--- config.mk ---
export PLATFORM = sky130hd
export DESIGN_NAME = svc_rv_fv_mem
export DESIGN_NICKNAME = d
export VERILOG_FILES = /design/src/rtl/svc_rv_fv_pkg.sv /design/src/rtl/svc_rv_fv_stall_ctr.sv /design/src/rtl/svc_rv_fv_mem.sv
export SDC_FILE = /design/constraint.sdc
export NUM_CORES = 1
export LEC_CHECK = 0
export ABC_AREA = 1
export BUFFER_PORTS_ARGS = -buffer_cell sky130_fd_sc_hd__buf_2
export CAP_MARGIN = 20
export CORE_AREA = 2 2 447 449
export DETAILED_ROUTE_END_ITERATION = 6
export DIE_AREA = 0 0 449 451
export MAX_ROUTING_LAYER = met4
export PLACE_DENSITY = 0.3
export REMOVE_ABC_BUFFERS = 1
export SYNTH_ARGS = -nofsm -noshare
export SYNTH_HDL_FRONTEND = slang
export SYNTH_SLANG_ARGS = --single-unit
export TNS_END_PERCENT = 5
--- constraint.sdc ---
create_clock -name vclk -period 4.6
set_input_delay 0.92 -clock vclk [all_inputs]
set_output_delay 0.92 -clock vclk [all_outputs]
set_load 0.05 [all_outputs]
--- src/rtl/svc_rv_fv_pkg.sv ---
// Shared definitions for the svc_rv formal/simulation memory model.
//   NOP_INSN   : instruction returned while no fetch data is available (addi x0,x0,0)
//   mem_type_e : read timing of the modelled memories
package svc_rv_fv_pkg;

    localparam logic [31:0] NOP_INSN = 32'h00000013;

    typedef enum logic {
        MEM_SRAM = 1'b0,
        MEM_BRAM = 1'b1
    } mem_type_e;

endpackage : svc_rv_fv_pkg

--- src/rtl/svc_rv_fv_stall_ctr.sv ---
// Consecutive-stall counter.
// Counts cycles in which its stall is granted, saturating at MAX, and
// returns to zero on the first cycle without a grant.
//   clock : clock
//   reset : synchronous, active-high reset
//   grant : stall granted this cycle
//   cnt   : number of consecutive granted cycles so far (0..MAX)
module svc_rv_fv_stall_ctr #(
    parameter int MAX = 2
) (
    input  logic       clock,
    input  logic       reset,
    input  logic       grant,
    output logic [1:0] cnt
);

    localparam logic [1:0] MAX_CNT = 2'(MAX);

    // Saturating run-length counter of granted stall cycles
    always_ff @(posedge clock) begin
        if (reset) begin
            cnt <= 2'd0;
        end else if (!grant) begin
            cnt <= 2'd0;
        end else if (cnt < MAX_CNT) begin
            cnt <= cnt + 2'd1;
        end else begin
            cnt <= cnt;
        end
    end

endmodule : svc_rv_fv_stall_ctr

--- src/rtl/svc_rv_fv_mem.sv ---
// Memory model placed downstream of the svc_rv core's imem/dmem ports.
// Fetch data comes from a constant instruction image, load data from a free
// source, with SRAM (same-cycle) or BRAM (next-cycle) timing. Raw stall
// requests are clamped into bounded, well-formed stalls.
//   clock, reset          : clock, synchronous active-high reset
//   imem_ren/raddr        : fetch request and byte address
//   imem_rdata/imem_stall : fetch data and granted fetch stall
//   dmem_ren              : load request
//   dmem_rdata/dmem_stall : load data and granted load stall
//   imem_image            : flattened instruction image, word i at [32*i+31:32*i]
//   dmem_rdata_src        : free load-data source
//   imem/dmem_stall_req   : raw stall requests
module svc_rv_fv_mem
    import svc_rv_fv_pkg::*;
#(
    parameter int          IMEM_WORDS = 32,
    parameter int          MEM_TYPE   = int'(MEM_SRAM),
    parameter bit          STALL_EN   = 1'b0,
    parameter int          MAX_STALL  = 2,
    parameter logic [31:0] NOP        = NOP_INSN
) (
    input  logic                     clock,
    input  logic                     reset,
    input  logic                     imem_ren,
    input  logic [31:0]              imem_raddr,
    output logic [31:0]              imem_rdata,
    output logic                     imem_stall,
    input  logic                     dmem_ren,
    output logic [31:0]              dmem_rdata,
    output logic                     dmem_stall,
    input  logic [32*IMEM_WORDS-1:0] imem_image,
    input  logic [31:0]              dmem_rdata_src,
    input  logic                     imem_stall_req,
    input  logic                     dmem_stall_req
);

    localparam int         IMEM_AW = $clog2(IMEM_WORDS);
    localparam logic [1:0] MAX_CNT = 2'(MAX_STALL);

    logic [31:0]        imem_words [IMEM_WORDS];
    logic [IMEM_AW-1:0] imem_idx;
    logic [31:0]        imem_word;
    logic [1:0]         imem_cnt;
    logic [1:0]         dmem_cnt;
    logic [1:0]         any_cnt;
    logic               any_grant;
    logic               imem_pending;
    logic [31:0]        imem_q;
    logic [31:0]        dmem_q;
    logic               unused_raddr;

    for (genvar i = 0; i < IMEM_WORDS; i++) begin : g_unpack
        assign imem_words[i] = imem_image[32*i +: 32];
    end

    // Word index wraps modulo the image depth; byte offset is ignored.
    assign imem_idx     = imem_raddr[IMEM_AW+1:2];
    assign imem_word    = imem_words[imem_idx];
    assign unused_raddr = ^{imem_raddr[31:IMEM_AW+2], imem_raddr[1:0]};

    // Simultaneous grants advance the shared budget only once.
    assign any_grant = imem_stall | dmem_stall;

    svc_rv_fv_stall_ctr #(.MAX(MAX_STALL)) u_imem_ctr (
        .clock (clock),
        .reset (reset),
        .grant (imem_stall),
        .cnt   (imem_cnt)
    );

    svc_rv_fv_stall_ctr #(.MAX(MAX_STALL)) u_dmem_ctr (
        .clock (clock),
        .reset (reset),
        .grant (dmem_stall),
        .cnt   (dmem_cnt)
    );

    svc_rv_fv_stall_ctr #(.MAX(MAX_STALL)) u_any_ctr (
        .clock (clock),
        .reset (reset),
        .grant (any_grant),
        .cnt   (any_cnt)
    );

    // Stall grants: clamp raw requests to per-port and combined budgets;
    // reset drops both grants in the same cycle.
    always_comb begin
        imem_stall = 1'b0;
        dmem_stall = 1'b0;
        if (STALL_EN && !reset) begin
            dmem_stall = dmem_stall_req && (dmem_cnt < MAX_CNT) && (any_cnt < MAX_CNT);
            imem_stall = imem_stall_req && imem_pending &&
                         (imem_cnt < MAX_CNT) && (any_cnt < MAX_CNT);
        end else begin
            imem_stall = 1'b0;
            dmem_stall = 1'b0;
        end
    end

    // Fetch-pending flag: a fetch stall may only extend an outstanding fetch
    always_ff @(posedge clock) begin
        if (reset) begin
            imem_pending <= 1'b0;
        end else if (imem_ren) begin
            imem_pending <= 1'b1;
        end else if (!imem_stall) begin
            imem_pending <= 1'b0;
        end else begin
            imem_pending <= imem_pending;
        end
    end

    // Registered fetch word (BRAM timing); a stalled fetch keeps the old word
    always_ff @(posedge clock) begin
        if (reset) begin
            imem_q <= NOP;
        end else if (imem_ren && !imem_stall) begin
            imem_q <= imem_word;
        end else begin
            imem_q <= imem_q;
        end
    end

    // Registered load word: BRAM read data and the SRAM stall hold value,
    // which follow identical load/hold rules
    always_ff @(posedge clock) begin
        if (reset) begin
            dmem_q <= 32'h0000_0000;
        end else if (dmem_ren && !dmem_stall) begin
            dmem_q <= dmem_rdata_src;
        end else begin
            dmem_q <= dmem_q;
        end
    end

    // Read-data muxing for the selected memory timing
    always_comb begin
        imem_rdata = NOP;
        dmem_rdata = 32'h0000_0000;
        if (MEM_TYPE == int'(MEM_BRAM)) begin
            imem_rdata = imem_q;
            dmem_rdata = dmem_q;
        end else if (reset) begin
            imem_rdata = NOP;
            dmem_rdata = 32'h0000_0000;
        end else begin
            imem_rdata = imem_ren ? imem_word : NOP;
            dmem_rdata = dmem_stall ? dmem_q :
                         (dmem_ren ? dmem_rdata_src : 32'h0000_0000);
        end
    end

endmodule : svc_rv_fv_mem

==> impl_metrics.csv <==
group,metric,value,unit
outcome,status,"finished, final reports clean",
global_route,grt.overflow.total,0,
pwr,p_per_area,98.6,nW/um^2
synthesis,synthTopCellsByArea,"nand2_1, nand3_1, nor2_1, buf_2, buf_6",
pwr,leakage,10.6,nW
drt,drc,0,
floorplan,die_height,451,um
worst_setup_path,critPathLaunchType,"primary input",
drt,wirelength,137000,um
place,place_congestion,0.938,
synthesis,yosys.cell_types.count,15,
layout,multi_input_comb_area,9640,um^2
layout,area_delta_synth_final,80.1,%
drt,drt-pass1-iter-count,5,
worst_setup_path,crit_cells,12,
sta,fin_crit_sh,93.5,%
pwr,clkPwrFrac,0,%
pwr,power_switching,1.24,mW
layout,drive_above_1_share,34.8,%
layout,flops_and_latches,0,
layout,regArea,0,um^2
min_path,min_path_cells,4,
global_route,grt_start_max_net_pins,79,
pwr,vdd_drop_max,0.0311,mV
drt,post_drt_wl_per_cell,21.7,um
synthesis,syn_avg_cell_area,4.35,um^2
global_route,grt_pass1_wl,178000,um
worst_setup_path,cp_data_arrival_time,3380,ps
layout,fin_cells,6288,
place,place_area,20100,um^2
pwr,seq_power_share,0,%
pwr,p_comb_share,100.0,%
worst_setup_path,worst-path-buf-inv,4,
floorplan,initial_core_util,5.65,%
pwr,internal-power,748,uW
worst_setup_path,critPathRequiredTime,3680,ps
sta,slew_viol_final,0,
layout,nFillCells,24200,
sta,timing.final.hold_violations,0,
pwr,p_sw_share,62.4,%
synthesis,yosysWarnings,0,
floorplan,rows,164,
place,dp_hpwl,116000,um
worst_setup_path,worstPathMaxFanout,43,
drt,drtIter0Drc,1623,
min_path,hp-class,"primary input to primary output",
worst_setup_path,cp-end-kind,"primary output",
synthesis,netlist_area,11200,um^2
floorplan,core_area,198000,um^2
worst_setup_path,cpPeakStageDelay,340,ps
layout,layout_common_cells,"nand2_1, buf_2, nand3_1",
global_route,first_global_vias,20500,
sta,rsz0062_at_grt,"false",
flow_run,drv_cap,0,
place,port_buffers,1128,
synthesis,ys_seq_area_share,0,%
drt,num_vias,21200,
clock_network,post_cts_resized,0,
synthesis,netlist_instances,2578,
synthesis,yosys.area.top_type,"nand2_1",
layout,stdcell_area,20200,um^2
synthesis,yosys.area.top_type_share,43.8,%
worst_setup_path,crit_family,"simple AND/OR/NAND/NOR gates",
sta,setup_viol,0,
clock_network,postCtsSetupBuffers,0,
clock_network,cts_hold_buf,0,
pwr,p_total,1.99,mW
global_route,antenna_found_initial,63,
worst_setup_path,path_cells,"buf_8 -> buf_12 -> buf_4 -> nand2_1 -> nand3_1 -> nand3_1 -> nand2_1 -> nand2_1 -> nand3_1 -> nand2_1 -> nor2_1 -> buf_2",
sta,period_minus_slack,4300,ps
sta,worst_pin_slew,879,ps
layout,nets,4687,
global_route,grt_usage,13.0,%
worst_setup_path,crit_slowest_cell,"nand3_1",
place,dpl.cell_count,6247,
drt,antenna_left,0,
layout,nClkBuffers,0,
sta,fmax,232,MHz
floorplan,die_area,202000,um^2
sta,maxSlewHeadroom,41.4,%
drt,via_per_inst,3.37,
worst_setup_path,worstSetupPathType,"primary input to primary output",
worst_setup_path,path_common_cell,"nand2_1",
floorplan,die_x,449,um
floorplan,ios,1160,
layout,layout_commonest_cell,"nand2_1",
-- logic make-up (layout without fill, tap and decap cells) --
group / Yosys count / count (layout) / synth area share, %
AND/OR/NAND/NOR: 2221 / 2221 / 81.9
buffers and inverters: 267 / 1279 / 14.1
AO/OA/AOI/OAI: 89 / 89 / 3.97
other: 1 / 43 / 0.0335
-- stage by stage --
| step | util (%) | setup slack, ps | hold slack [ps] | TNS (ps) |
|---|---|---|---|---|
| 2_1_floorplan | - | -755 | 2020 | -20530 |
| 3_3_place_gp | 10.1 | 165 | 2210 | 0 |
| 3_5_place_dp | 10.1 | 164 | 2220 | 0 |
| 4_1_cts | 10.1 | 156 | 2220 | 0 |
| 5_1_grt | 10.2 | 52.1 | 2240 | 0 |
| 6_report | 10.2 | 298 | 2220 | 0 |
-- per-layer routing --
metal,vias up,part of all wire (%),track usage (%)
li1,10300,-,-
met1,9965,42,16.1
met2,803,50,22.9
met3,100,5.0,1.29
met4,0,2.6,2.63
met5,-,0,-
-- cells in the mapped netlist --
master,n
nand2_1,1309
nand3_1,674
nor2_1,238
buf_2,115
o21ai_0,61
buf_6,39
buf_4,35
inv_1,33
clkbuf_1,28
o21ai_1,26
buf_1,14
a21oi_1,2
inv_2,2
conb_1,1
inv_8,1
-- final cells by class --
class                      count  area share, %
inverter                      36          0.893
timing repair buffer        1243           34.4
tap                         2656           16.5
multi-input combinational   2312           47.8
antenna                       41          0.508
-- path summary, 6_finish.rpt --
check / startpoint / end / slack (ps)
setup / recovery: imem_raddr[2] / imem_rdata[5] / 300
hold / removal: dmem_rdata_src[31] / dmem_rdata[31] / 2220
-- worst min-delay path: cells and delay by family --
kind	cells	cell delay, ps
AND/OR/NAND/NOR	2	80
buffers and inverters	2	290
-- power groups by stage --
| stage | logic (mW) | registers [mW] | clock network (mW) |
|---|---|---|---|
| global placement | 2.04 | 0 | 0 |
| finish | 1.99 | 0 | 0.00000123 |
| floorplan | 0.780 | 0 | 0 |
| CTS | 2.05 | 0 | 0 |
| global route | 2.20 | 0 | 0.00000110 |
| detailed placement | 2.04 | 0 | 0 |
No activity file was read; power rests on OpenSTA's default activity.
